`src/rtl/hack_alu_mul_seq.sv`:
```
// hack_alu_mul_seq: 16-bit shift-and-add multiplier sequencer.
// The product (a*b) mod 2^16 is built by repeated use of a single Hack ALU.
// The ALU does every accumulate and every doubling of the multiplicand. Only
// the one-bit right shift of the multiplier is done outside the ALU.
// The low 16 bits of a two's-complement product match the unsigned product,
// so one result serves both signed and unsigned callers.

// Classic Hack ALU, combinational. The control word is {zx,nx,zy,ny,f,no}.
// The sequencer does not use the zr/ng flags, so this ALU does not produce them.
module hack_alu (
    input  logic [15:0] x,
    input  logic [15:0] y,
    input  logic        zx,
    input  logic        nx,
    input  logic        zy,
    input  logic        ny,
    input  logic        f,
    input  logic        no,
    output logic [15:0] out
);
    logic [15:0] x_z, x_n, y_z, y_n, f_out;

    assign x_z   = zx ? 16'h0000 : x;
    assign x_n   = nx ? ~x_z : x_z;
    assign y_z   = zy ? 16'h0000 : y;
    assign y_n   = ny ? ~y_z : y_z;
    // The adder carry out is dropped, so every sum wraps mod 2^16.
    assign f_out = f ? (x_n + y_n) : (x_n & y_n);
    assign out   = no ? ~f_out : f_out;
endmodule

module hack_alu_mul_seq #(
    // 1: stop as soon as the remaining multiplier bits are all zero.
    parameter bit EARLY_EXIT = 1'b0
) (
    input  logic        clk,
    input  logic        rst_n,
    input  logic        start,
    input  logic [15:0] a,
    input  logic [15:0] b,
    output logic        ready,
    output logic        busy,
    output logic        done,
    output logic [15:0] product,
    output logic        zr,
    output logic        ng
);
    typedef enum logic [1:0] {
        IDLE = 2'd0,
        ADD  = 2'd1,
        DBL  = 2'd2,
        DONE = 2'd3
    } state_t;

    // x+y, and "pass x" (zy=ny=1 turns y into all-ones, and f=0 gives x & 16'hFFFF).
    localparam logic [5:0] CTRL_ADD    = 6'b000010;
    localparam logic [5:0] CTRL_PASS_X = 6'b001100;

    state_t      state_q;
    logic [15:0] acc_q;
    logic [15:0] mcand_q;
    logic [15:0] mplier_q;
    logic [3:0]  cnt_q;
    logic [15:0] product_q;
    logic        done_q;
    logic        busy_q;
    logic        ready_q;

    logic [15:0] alu_x;
    logic [15:0] alu_y;
    logic [5:0]  alu_ctrl;
    logic [15:0] alu_out;

    // Route operands and the control word into the shared ALU according to the current step.
    always_comb begin
        // NOTE: every output gets a default first, so no path can leave a value
        // unassigned and infer a latch.
        alu_x    = acc_q;
        alu_y    = mcand_q;
        alu_ctrl = CTRL_PASS_X;
        case (state_q)
            ADD: begin
                alu_x    = acc_q;
                alu_y    = mcand_q;
                alu_ctrl = mplier_q[0] ? CTRL_ADD : CTRL_PASS_X;
            end
            DBL: begin
                alu_x    = mcand_q;
                alu_y    = mcand_q;
                alu_ctrl = CTRL_ADD;
            end
            default: ;
        endcase
    end

    hack_alu u_alu (
        .x   (alu_x),
        .y   (alu_y),
        .zx  (alu_ctrl[5]),
        .nx  (alu_ctrl[4]),
        .zy  (alu_ctrl[3]),
        .ny  (alu_ctrl[2]),
        .f   (alu_ctrl[1]),
        .no  (alu_ctrl[0]),
        .out (alu_out)
    );

    // Sequencer FSM: datapath registers and registered status outputs advance together.
    always_ff @(posedge clk or negedge rst_n) begin
        if (!rst_n) begin
            state_q   <= IDLE;
            acc_q     <= '0;
            mcand_q   <= '0;
            mplier_q  <= '0;
            cnt_q     <= '0;
            product_q <= '0;
            done_q    <= 1'b0;
            busy_q    <= 1'b0;
            ready_q   <= 1'b1;
        end else begin
            // NOTE: state uses non-blocking assignments, so every register here
            // reads the pre-edge value of every other one.
            case (state_q)
                IDLE: begin
                    done_q <= 1'b0;
                    if (start) begin
                        acc_q    <= '0;
                        mcand_q  <= a;
                        mplier_q <= b;
                        cnt_q    <= '0;
                        state_q  <= ADD;
                        busy_q   <= 1'b1;
                        ready_q  <= 1'b0;
                    end
                end
                ADD: begin
                    if (EARLY_EXIT && (mplier_q == 16'h0000)) begin
                        // No set bits remain, so acc already holds the product.
                        product_q <= acc_q;
                        done_q    <= 1'b1;
                        state_q   <= DONE;
                    end else begin
                        acc_q    <= alu_out;
                        mplier_q <= {1'b0, mplier_q[15:1]};
                        state_q  <= DBL;
                    end
                end
                DBL: begin
                    mcand_q <= alu_out;
                    cnt_q   <= cnt_q + 4'd1;
                    if (cnt_q == 4'd15) begin
                        product_q <= acc_q;
                        done_q    <= 1'b1;
                        state_q   <= DONE;
                    end else begin
                        state_q <= ADD;
                    end
                end
                DONE: begin
                    done_q  <= 1'b0;
                    busy_q  <= 1'b0;
                    ready_q <= 1'b1;
                    state_q <= IDLE;
                end
                default: state_q <= IDLE;
            endcase
        end
    end

    assign ready   = ready_q;
    assign busy    = busy_q;
    assign done    = done_q;
    assign product = product_q;
    assign zr      = (product_q == 16'h0000);
    assign ng      = product_q[15];
endmodule

```
`config.mk`:
```
export PLATFORM = sky130hd
export DESIGN_NAME = hack_alu_mul_seq
export DESIGN_NICKNAME = d
export VERILOG_FILES = /design/src/rtl/hack_alu_mul_seq.sv
export SDC_FILE = /design/constraint.sdc
export NUM_CORES = 1
export LEC_CHECK = 0
export ABC_AREA = 1
export CAP_MARGIN = 20
export CORE_MARGIN = 5
export CORE_UTILIZATION = 55
export CTS_CLUSTER_DIAMETER = 50
export DETAILED_ROUTE_END_ITERATION = 10
export PLACE_DENSITY = 0.77
export SETUP_SLACK_MARGIN = 0.2
export SLEW_MARGIN = 10
export SYNTH_ARGS = -nofsm -noshare
export SYNTH_HDL_FRONTEND = slang
export SYNTH_HIERARCHICAL = 1
export SYNTH_SLANG_ARGS = --single-unit
export TNS_END_PERCENT = 10
```
`constraint.sdc`:
```
create_clock -name clk -period 3.9 [get_ports clk]
set_input_delay 0.78 -clock clk [delete_from_list [all_inputs] [get_ports clk]]
set_output_delay 0.78 -clock clk [all_outputs]
set_load 0.01 [all_outputs]
```
==> flow_summary.toml, run 1 <==
[cts]
clockBufferDepth = 2
htree_levels = 3
worstSkewPairLatency_ps = 350
root_buffer = "clkbuf_8"
clk_pin_slew_ps = 80
numClockSinks = 73
cts_buffers = 9
cts_tree = "done"

[sta]
tns_ps = 0
worst_pin_slew_ps = 914
min_period_ps = 3440
slew_headroom_pct = 39.1
period_share_pct = 88.3
setup_violations = 0
hold_viol = 0
max_freq_mhz = 290
rsz0062_at_grt = "yes"
skew_ps = 10.5
drv_slew = 0

[cells_and_area]
fillers = 890
drive_gt1_share_pct = 11.7
utilization_pct = 63.5
stdcell_area_mm2 = 0.00647
syn_to_final_growth_pct = 14.3
n_antenna_cell = 0
nets = 902

[critical_path]
worstSetupStartpointType = "flop"
r2r_slack_ps = 460
end_kind = "flop"
r2r_cells = 20
cp_data_required_time_ps = 4140
worstPathMaxFanout = 16
path_class = "flop to flop"
cp.arrival_ps = 3680

[grt]
grt_max_degree = 74
gr-total-overflow = 0
antenna_found_initial = 0
grt_pass1_vias = 5098
grt_pass1_wl_um = 23700
grt_util_all_layers_pct = 22.8

[yosys]
synthArstFlopShare_pct = 100
syn_area_mm2 = 0.00566
yosys.area.top_type = "dfrtp_1"
synth_cell_types = 40
ys_top_cells_by_area = "dfrtp_1 32%, nand2_1 17%, inv_1 7.6%, xor2_1 6.3%, ha_1 5.1%"
ys_ff_latch = 73
synth_flop_cell = "dfrtp_1"
syn-instance-count = 801
synth_top_cell_area_share_pct = 31.8
ys_warn_count = 6
synth_edf_count = 0
avgSynthCellArea_um2 = 7.07
synth_seq_area_share_pct = 32.3

[floorplanning]
core_mm2 = 0.0102
io_pins = 56
start_util_pct = 55.6
dieHeight_um = 111
die_width_um = 111
fp-row-count = 37
die_area_mm2 = 0.0124

[drt]
drc_errors = 0
first_iter_violations = 263
finalWirelength_um = 14100
wl_per_cell_um = 14.3
wl_met2_um = 7080
via_count = 5202
via_per_inst = 5.29
wl_met1_um = 5970
highest_layer = "met4"
drt_pass1_iterations = 6
met3_length_um = 608
ant_nets = 0

[worst_hold_path]
hp-class = "flop to flop"
hold_depth = 2

[flow_run]
max_cap_violations = 0

[placed_design]
dpl.hpwl_um = 10200
gp_congestion = 0.903
io_buffers = 55
placedInstanceArea_mm2 = 0.00617

[run_status]
status = "complete, no violations"
-- layer usage --
metal	track usage, %	up-vias
li1	-	2574
met1	27.7	2464
met2	40.5	131
met3	4.35	33
met4	7.95	0
met5	0	-
-- worst max-delay path, cell delays in order, from the launching register on --
cell,delay [ps]
dfrtp_1,420
inv_1,110
ha_1,240
o21ai_2,220
buf_4,320
xor2_1,170
inv_1,60
ha_1,240
fa_1,420
nand2_2,110
nand2_1,60
nand3_1,70
nand2_1,110
nand2_1,130
nand2_1,80
nand2_1,70
nand3_1,70
nand3_1,80
nand2_1,80
o211ai_1,180
nand2_1,80
-- area by class of cell --
cell class	instances	area (um^2)	area share [%]
well taps	136	170	2.63
repair buffers	66	673	10.4
clock inverters	5	81.3	1.26
inverters	119	453	7.00
multi-input cells	574	3130	48.4
clock buffers	11	131	2.03
flip-flops and latches	73	1830	28.3
-- metrics by stage --
stage / hold slack (ps) / setup WS [ps] / instances
after CTS: 479 / 386 / 979
final: 475 / 457 / 984
after floorplan: 469 / 693 / 803
after global routing: 502 / 196 / 984
after detailed placement: 463 / 398 / 963
after global placement: 458 / 555 / 963
-- registers in the layout, indices dropped and copies added (netlist names) --
signal / cells
ready: 1
alu_y: 16
acc_q: 16
state_q: 2
product: 16
cnt_q: 4
mplier_q: 16
busy: 1
done: 1
-- layout by cell type (no fill, tap or decap), types with 2 or more instances in the layout --
cell type | Yosys | routed
o21ai_0 | 54 | 53
o21ai_1 | 5 | 5
inv_1 | 115 | 114
a21oi_1 | 12 | 11
nand4_1 | 3 | 3
nor2_2 | 2 | 2
or2_2 | 17 | 17
xnor2_1 | 2 | 2
nand2_1 | 261 | 261
nand2_2 | 7 | 7
conb_1 | 1 | 3
nand3b_1 | 2 | 2
ha_1 | 23 | 22
o21ai_2 | 28 | 29
buf_4 | 4 | 8
o211ai_1 | 17 | 17
a21oi_2 | 2 | 3
clkdlybuf4s50_1 | 0 | 54
clkbuf_8 | 1 | 9
clkinvlp_4 | 0 | 2
nand2_4 | 2 | 2
nor2_1 | 25 | 25
inv_2 | 2 | 2
or2_1 | 2 | 2
nand3_1 | 55 | 55
clkbuf_1 | 6 | 2
dfrtp_1 | 72 | 72
buf_12 | 0 | 2
nor3_2 | 2 | 2
bufinv_16 | 0 | 2
nand3_2 | 4 | 4
xor2_1 | 41 | 41
-- what timing repair did --
action / 4_1_cts / 5_1_grt
buffers inserted: 0 / 4
setup endpoints to repair: 0 / 16
hold buffers: 0 / 0
resized for setup: 0 / 3
-- logic make-up (layout without fill, tap and decap cells) --
family / after synthesis / after routing / synth area share, %
adder cells (fa/ha/maj): 24 / 24 / 5.44
XOR/XNOR: 43 / 43 / 6.65
AND/OR/NAND/NOR: 383 / 383 / 29.1
AO/OA/AOI/OAI: 120 / 120 / 13.6
multiplexers: 1 / 1 / 0.177
flip-flops: 73 / 73 / 32.3
other: 1 / 3 / 0.0662
buffers and inverters: 156 / 201 / 12.7
-- Yosys cell counts, types with 3 or more instances --
cell type	count
o211ai_1	17
inv_1	115
nor2_1	25
ha_1	23
or2_2	17
nand3_2	4
buf_2	15
nand4_1	3
o21ai_2	28
o21ai_0	54
nand2_2	7
xor2_1	41
buf_4	4
buf_6	7
nand2_1	261
clkbuf_1	6
o21ai_1	5
dfrtp_1	72
a21oi_1	12
nand3_1	55
buf_8	3
-- final timing paths --
| check | from | end |
|---|---|---|
| max reg2reg | state_q[1] | alu_y[14] |
| min in group asynchronous | rst_n | mplier_q[12] |
| max | state_q[1] | alu_y[14] |
| min reg2reg | ready | ready |
| max in group asynchronous | rst_n | mplier_q[14] |
| min | ready | ready |
Power of run 1 is left out: the tool's default activity adds up to more than one toggle a clock period on the data nets, which glitch-free logic cannot reach.
==> run 2, diff against run 1 <==
--- a/config.mk
+++ b/config.mk
@@ -7,7 +7,6 @@
 export LEC_CHECK = 0
 export ABC_AREA = 1
 export CAP_MARGIN = 20
-export CORE_MARGIN = 5
 export CORE_UTILIZATION = 55
 export CTS_CLUSTER_DIAMETER = 50
 export DETAILED_ROUTE_END_ITERATION = 10
==> run 2 against run 1 <==
Final area increased by 0.60%. Sequential cell count unchanged. Global-route usage grew 5.5 points. Core utilization up 2.5 points. Count of clock-buffer cells in the layout shrank 1. Wire length rose by 2.3%. Setup slack got worse by 12 ps. Critical path depth up 1. Maximum frequency shrank 0.36%. Critical endpoint unchanged.
==> flow_summary.toml, run 2 (same netlist as run 1, synthesis figures left out) <==
[floorplanning]
die_width_um = 103
start_util_pct = 57.4
die_area_mm2 = 0.0107
dieHeight_um = 103
io_pins = 56
core_mm2 = 0.00986
fp-row-count = 36

[critical_path]
worstPathMaxFanout = 7
r2r_slack_ps = 440
slowest_delay_ps = 410
cp.arrival_ps = 3690
path_class = "flop to flop"
cp_cell_sequence = "inv_1 > ha_1 > o21ai_4 > clkinvlp_4 > nand2_1 > xor2_1 > inv_1 > ha_1 > fa_1 > nand2_2 > nand2_1 > nand3_1 > nand2_1 > nand2_1 > nand2_1 > nand2_1 > nand3_1 > nand3_1 > nand2_1 > o211ai_1 > nand2_1"
end_kind = "flop"
rr_endpoint = "alu_y[14]"
r2r_cells = 21
slowest_stage = "fa_1"
cp_data_required_time_ps = 4130
reg2reg_from = "state_q[0]"
worstSetupStartpointType = "flop"
cp_common_cell = "nand2_1"

[sta]
drv_slew = 0
period_share_pct = 88.6
max_freq_mhz = 289
skew_ps = 9.25
setup_violations = 0
tns_ps = 0
slew_headroom_pct = 40.6
hold_viol = 0
worst_pin_slew_ps = 888
min_period_ps = 3460
rsz0062_at_grt = "yes"
setup_slack_ps = 444
fin_hold_ws_ps = 478

[cts]
cts_tree = "done"
numClockSinks = 73
clockBufferDepth = 2
htree_levels = 3
cts_buffers = 9
clk_pin_slew_ps = 80
root_buffer = "clkbuf_8"
worstSkewPairLatency_ps = 350

[grt]
met3_usage_pct = 4.91
grt_max_degree = 43
busiest_layer = "met2"
grt_util_met2_pct = 49.1
grt_util_all_layers_pct = 28.4
gr-total-overflow = 0
antenna_found_initial = 0
grt_pass1_vias = 5097
grt_pass1_wl_um = 23400
use_met1_pct = 33.8

[drt]
via_count = 5281
wl_per_cell_um = 14.6
drc_errors = 0
via_per_inst = 5.37
drt_pass1_iterations = 5
finalWirelength_um = 14400
first_iter_violations = 311
ant_nets = 0

[worst_hold_path]
holdPathEnd = "ready"
min_from = "ready"
hold_depth = 2
hp-class = "flop to flop"

[placed_design]
pre_cts_ws_ps = 395
io_buffers = 55
gp_congestion = 0.900
dpl.hpwl_um = 10200

[run_status]
status = "complete, no violations"

[cells_and_area]
utilization_pct = 66.0
nets = 905
final_common_cell = "nand2_1"
drive_gt1_share_pct = 12.3
layout_common_cells = "261 x nand2_1, 113 x inv_1, 71 x dfrtp_1"
n_antenna_cell = 0
syn_to_final_growth_pct = 14.9

[flow_run]
max_cap_violations = 0
-- run 2: changes by cell type in the layout (fill, tap and decap cells not counted), moves of 2 or more --
cell,before,now
buf_12,2,0
buf_4,8,12
bufinv_16,2,4
inv_6,0,2
-- run 2: final cells by class --
class	count	area [um^2]
fillers	820	3360
multi-input cells	574	3140
flip-flops and latches	73	1830
repair buffers	68	647
inverters	119	453
well taps	133	166
clock inverters	6	138
clock buffers	10	128
repair inverters	1	7.51
-- run 2: routing by layer --
| layer | share of wire, % | up-vias |
|---|---|---|
| li1 | - | 2584 |
| met1 | 41 | 2453 |
| met2 | 49 | 195 |
| met3 | 6.1 | 49 |
| met4 | 4.1 | 0 |
| met5 | 0 | - |
-- run 2: stage by stage --
stage	std cells	instance area [um^2]
2_1_floorplan	803	5670
3_3_place_gp	962	6170
3_5_place_dp	962	6170
4_1_cts	978	6440
5_1_grt	984	6510
6_report	984	6510
-- run 2: critical path, delay by kind of cell (launching register included) --
family	cells	cell delay [ps]
fa+ha+maj	3	890
buf+inv	3	420
simple gates	12	1060
flops	1	400
xor+xnor	1	160
compound gates	2	410
-- run 2: what timing repair did --
item | 4_1_cts | 5_1_grt
setup endpoints to repair | 0 | 12
hold buffers | 0 | 0
buffers inserted | 0 | 5
resized for setup | 0 | 8
-- run 2: how the worst max path moves through the flow --
stage               start        end  slack, ps  cells past startpoint
2_1_floorplan  state_q[1]  alu_y[14]        690                     21
3_3_place_gp   state_q[1]  alu_y[14]        510                     22
3_5_place_dp   state_q[1]  alu_y[14]        390                     22
4_1_cts        state_q[1]  alu_y[14]        330                     22
5_1_grt        state_q[1]  alu_y[14]        180                     22
6_report       state_q[0]  alu_y[14]        440                     21
Power of run 2 is left out for the same reason.
==> run 3, diff against run 2 <==
--- a/config.mk
+++ b/config.mk
@@ -9,8 +9,10 @@
 export CAP_MARGIN = 20
 export CORE_UTILIZATION = 55
 export CTS_CLUSTER_DIAMETER = 50
+export CTS_CLUSTER_SIZE = 24
 export DETAILED_ROUTE_END_ITERATION = 10
 export PLACE_DENSITY = 0.77
+export REMOVE_ABC_BUFFERS = 1
 export SETUP_SLACK_MARGIN = 0.2
 export SLEW_MARGIN = 10
 export SYNTH_ARGS = -nofsm -noshare
==> run 3 against run 2 <==
Non-clock buffer count fell by 5. Global-route usage fell by 1.8 points. Final area fell by 1.9%. Sequential cell count did not move. Cell count fell by 0.61%. Die area did not move. Wire length fell by 4.9%. Clock skew rose by 5.3 ps. Register-to-register slack improved by 50 ps.
==> flow_summary.toml, run 3 (same netlist as run 1, synthesis figures left out) <==
[cts]
cts_tree = "done"
clk_pin_slew_ps = 80
htree_levels = 3
root_buffer = "clkbuf_8"
numClockSinks = 73
worstSkewPairLatency_ps = 350
clockBufferDepth = 2
ctsHoldBuffers = 0
cts_buffers = 9

[placed_design]
gp_congestion = 0.879
dpl.hpwl_um = 9960
dp_cells = 960
io_buffers = 55

[sta]
period_share_pct = 87.2
hold_viol = 0
min_period_ps = 3400
max_freq_mhz = 294
slew_headroom_pct = 35.2
skew_ps = 14.5
tns_ps = 0
worst_pin_slew_ps = 968
rsz0062_at_grt = "no"
setup_violations = 0
drv_slew = 0

[drt]
via_per_inst = 5.25
drt_pass1_iterations = 5
via_count = 5136
drc_errors = 0
finalWirelength_um = 13700
wl_per_cell_um = 14.0
first_iter_violations = 239
ant_nets = 0

[cells_and_area]
register_area_mm2 = 0.00183
n_antenna_cell = 0
drive_gt1_share_pct = 11.2
syn_to_final_growth_pct = 12.7
layout_common_cells = "261 x nand2_1, 114 x inv_1, 72 x dfrtp_1"
final_common_cell = "nand2_1"
multiInputGateArea_mm2 = 0.00312
nets = 899
fin_cells = 978
fillers = 852

[floorplanning]
die_width_um = 103
core_mm2 = 0.00986
io_pins = 56
dieHeight_um = 103
fp-row-count = 36
die_area_mm2 = 0.0107
start_util_pct = 57.4

[critical_path]
worstPathMaxFanout = 11
cp_data_required_time_ps = 4130
slowest_stage = "dfrtp_1"
cp_cell_sequence = "inv_1 > ha_1 > o21ai_2 > clkinvlp_4 > buf_12 > nand2_1 > xor2_1 > inv_1 > ha_1 > nand2_2 > inv_1 > nand2_1 > nand2_1 > a21oi_2 > nand2_1 > nand2_1 > nand3_1 > nand3_1 > nand2_1 > o211ai_1 > nand2_1"
slowest_delay_ps = 420
cp_common_cell = "nand2_1"
cp.arrival_ps = 3630
path_class = "flop to flop"
worstSetupStartpointType = "flop"
end_kind = "flop"

[grt]
grt_util_all_layers_pct = 26.6
gr-total-overflow = 0
grt_pass1_vias = 4714
antenna_found_initial = 0
grt_pass1_wl_um = 21900
grt_max_degree = 58

[run_status]
status = "complete, no violations"

[flow_run]
max_cap_violations = 0

[worst_hold_path]
hp-class = "primary input to asynchronous set/reset pin"
[run 3: cell types whose count changed in the layout (fill, tap and decap cells not counted), moves of 2 or more]
cell	change
buf_4	-7
clkbuf_8	+2
clkinv_2	+2
bufinv_16	-4
[run 3: routing by layer]
| layer | up-vias | GRT usage (%) | part of all wire, % |
|---|---|---|---|
| li1 | 2576 | - | - |
| met1 | 2404 | 34.6 | 45 |
| met2 | 135 | 44.7 | 49 |
| met3 | 21 | 4.37 | 4.5 |
| met4 | 0 | 9.75 | 2.3 |
| met5 | - | 0 | 0 |
[run 3: final cells by class]
class / count / area share, %
Multi-Input combinational cell: 574 / 49.0
Sequential cell: 73 / 28.7
Timing Repair Buffer: 63 / 9.81
Inverter: 119 / 7.10
Tap cell: 133 / 2.61
Clock buffer: 12 / 2.43
Clock inverter: 4 / 0.431
[run 3: worst max-delay path, delay by kind of cell, from the launching register on]
family,cells,cell delay [ps]
AO/OA/AOI/OAI,3,610
buffers and inverters,5,610
flip-flops,1,420
XOR/XNOR,1,190
adder cells (fa/ha/maj),2,610
AND/OR/NAND/NOR,10,830
[run 3: stage by stage]
stage / hold slack [ps] / area (um^2) / util (%) / worst slack [ps]
CTS: 331 / 6340 / 64.3 / 319
global route: 353 / 6380 / 64.7 / 213
detailed placement: 462 / 6160 / 62.4 / 353
floorplan: 469 / 5400 / - / -1130
global placement: 459 / 6160 / 62.4 / 494
finish: 330 / 6380 / 64.7 / 498
[run 3: final timing paths]
path                             from    endpoint  slack [ps]  cells after the start
setup / recovery           state_q[1]   alu_y[13]         500                     21
hold / removal                  rst_n   alu_y[15]         330                      1
setup reg to reg           state_q[1]   alu_y[13]         500                     21
hold reg to reg                 ready       ready         480                      2
max in group asynchronous       rst_n  product[0]        2510                      2
min in group clk                ready       ready         480                      2
[run 3: repair_timing]
action                                  CTS  global route
buffers inserted                          0             2
endpoints found under the setup margin    0            14
resized for setup                         0             3
Power of run 3 is left out for the same reason.
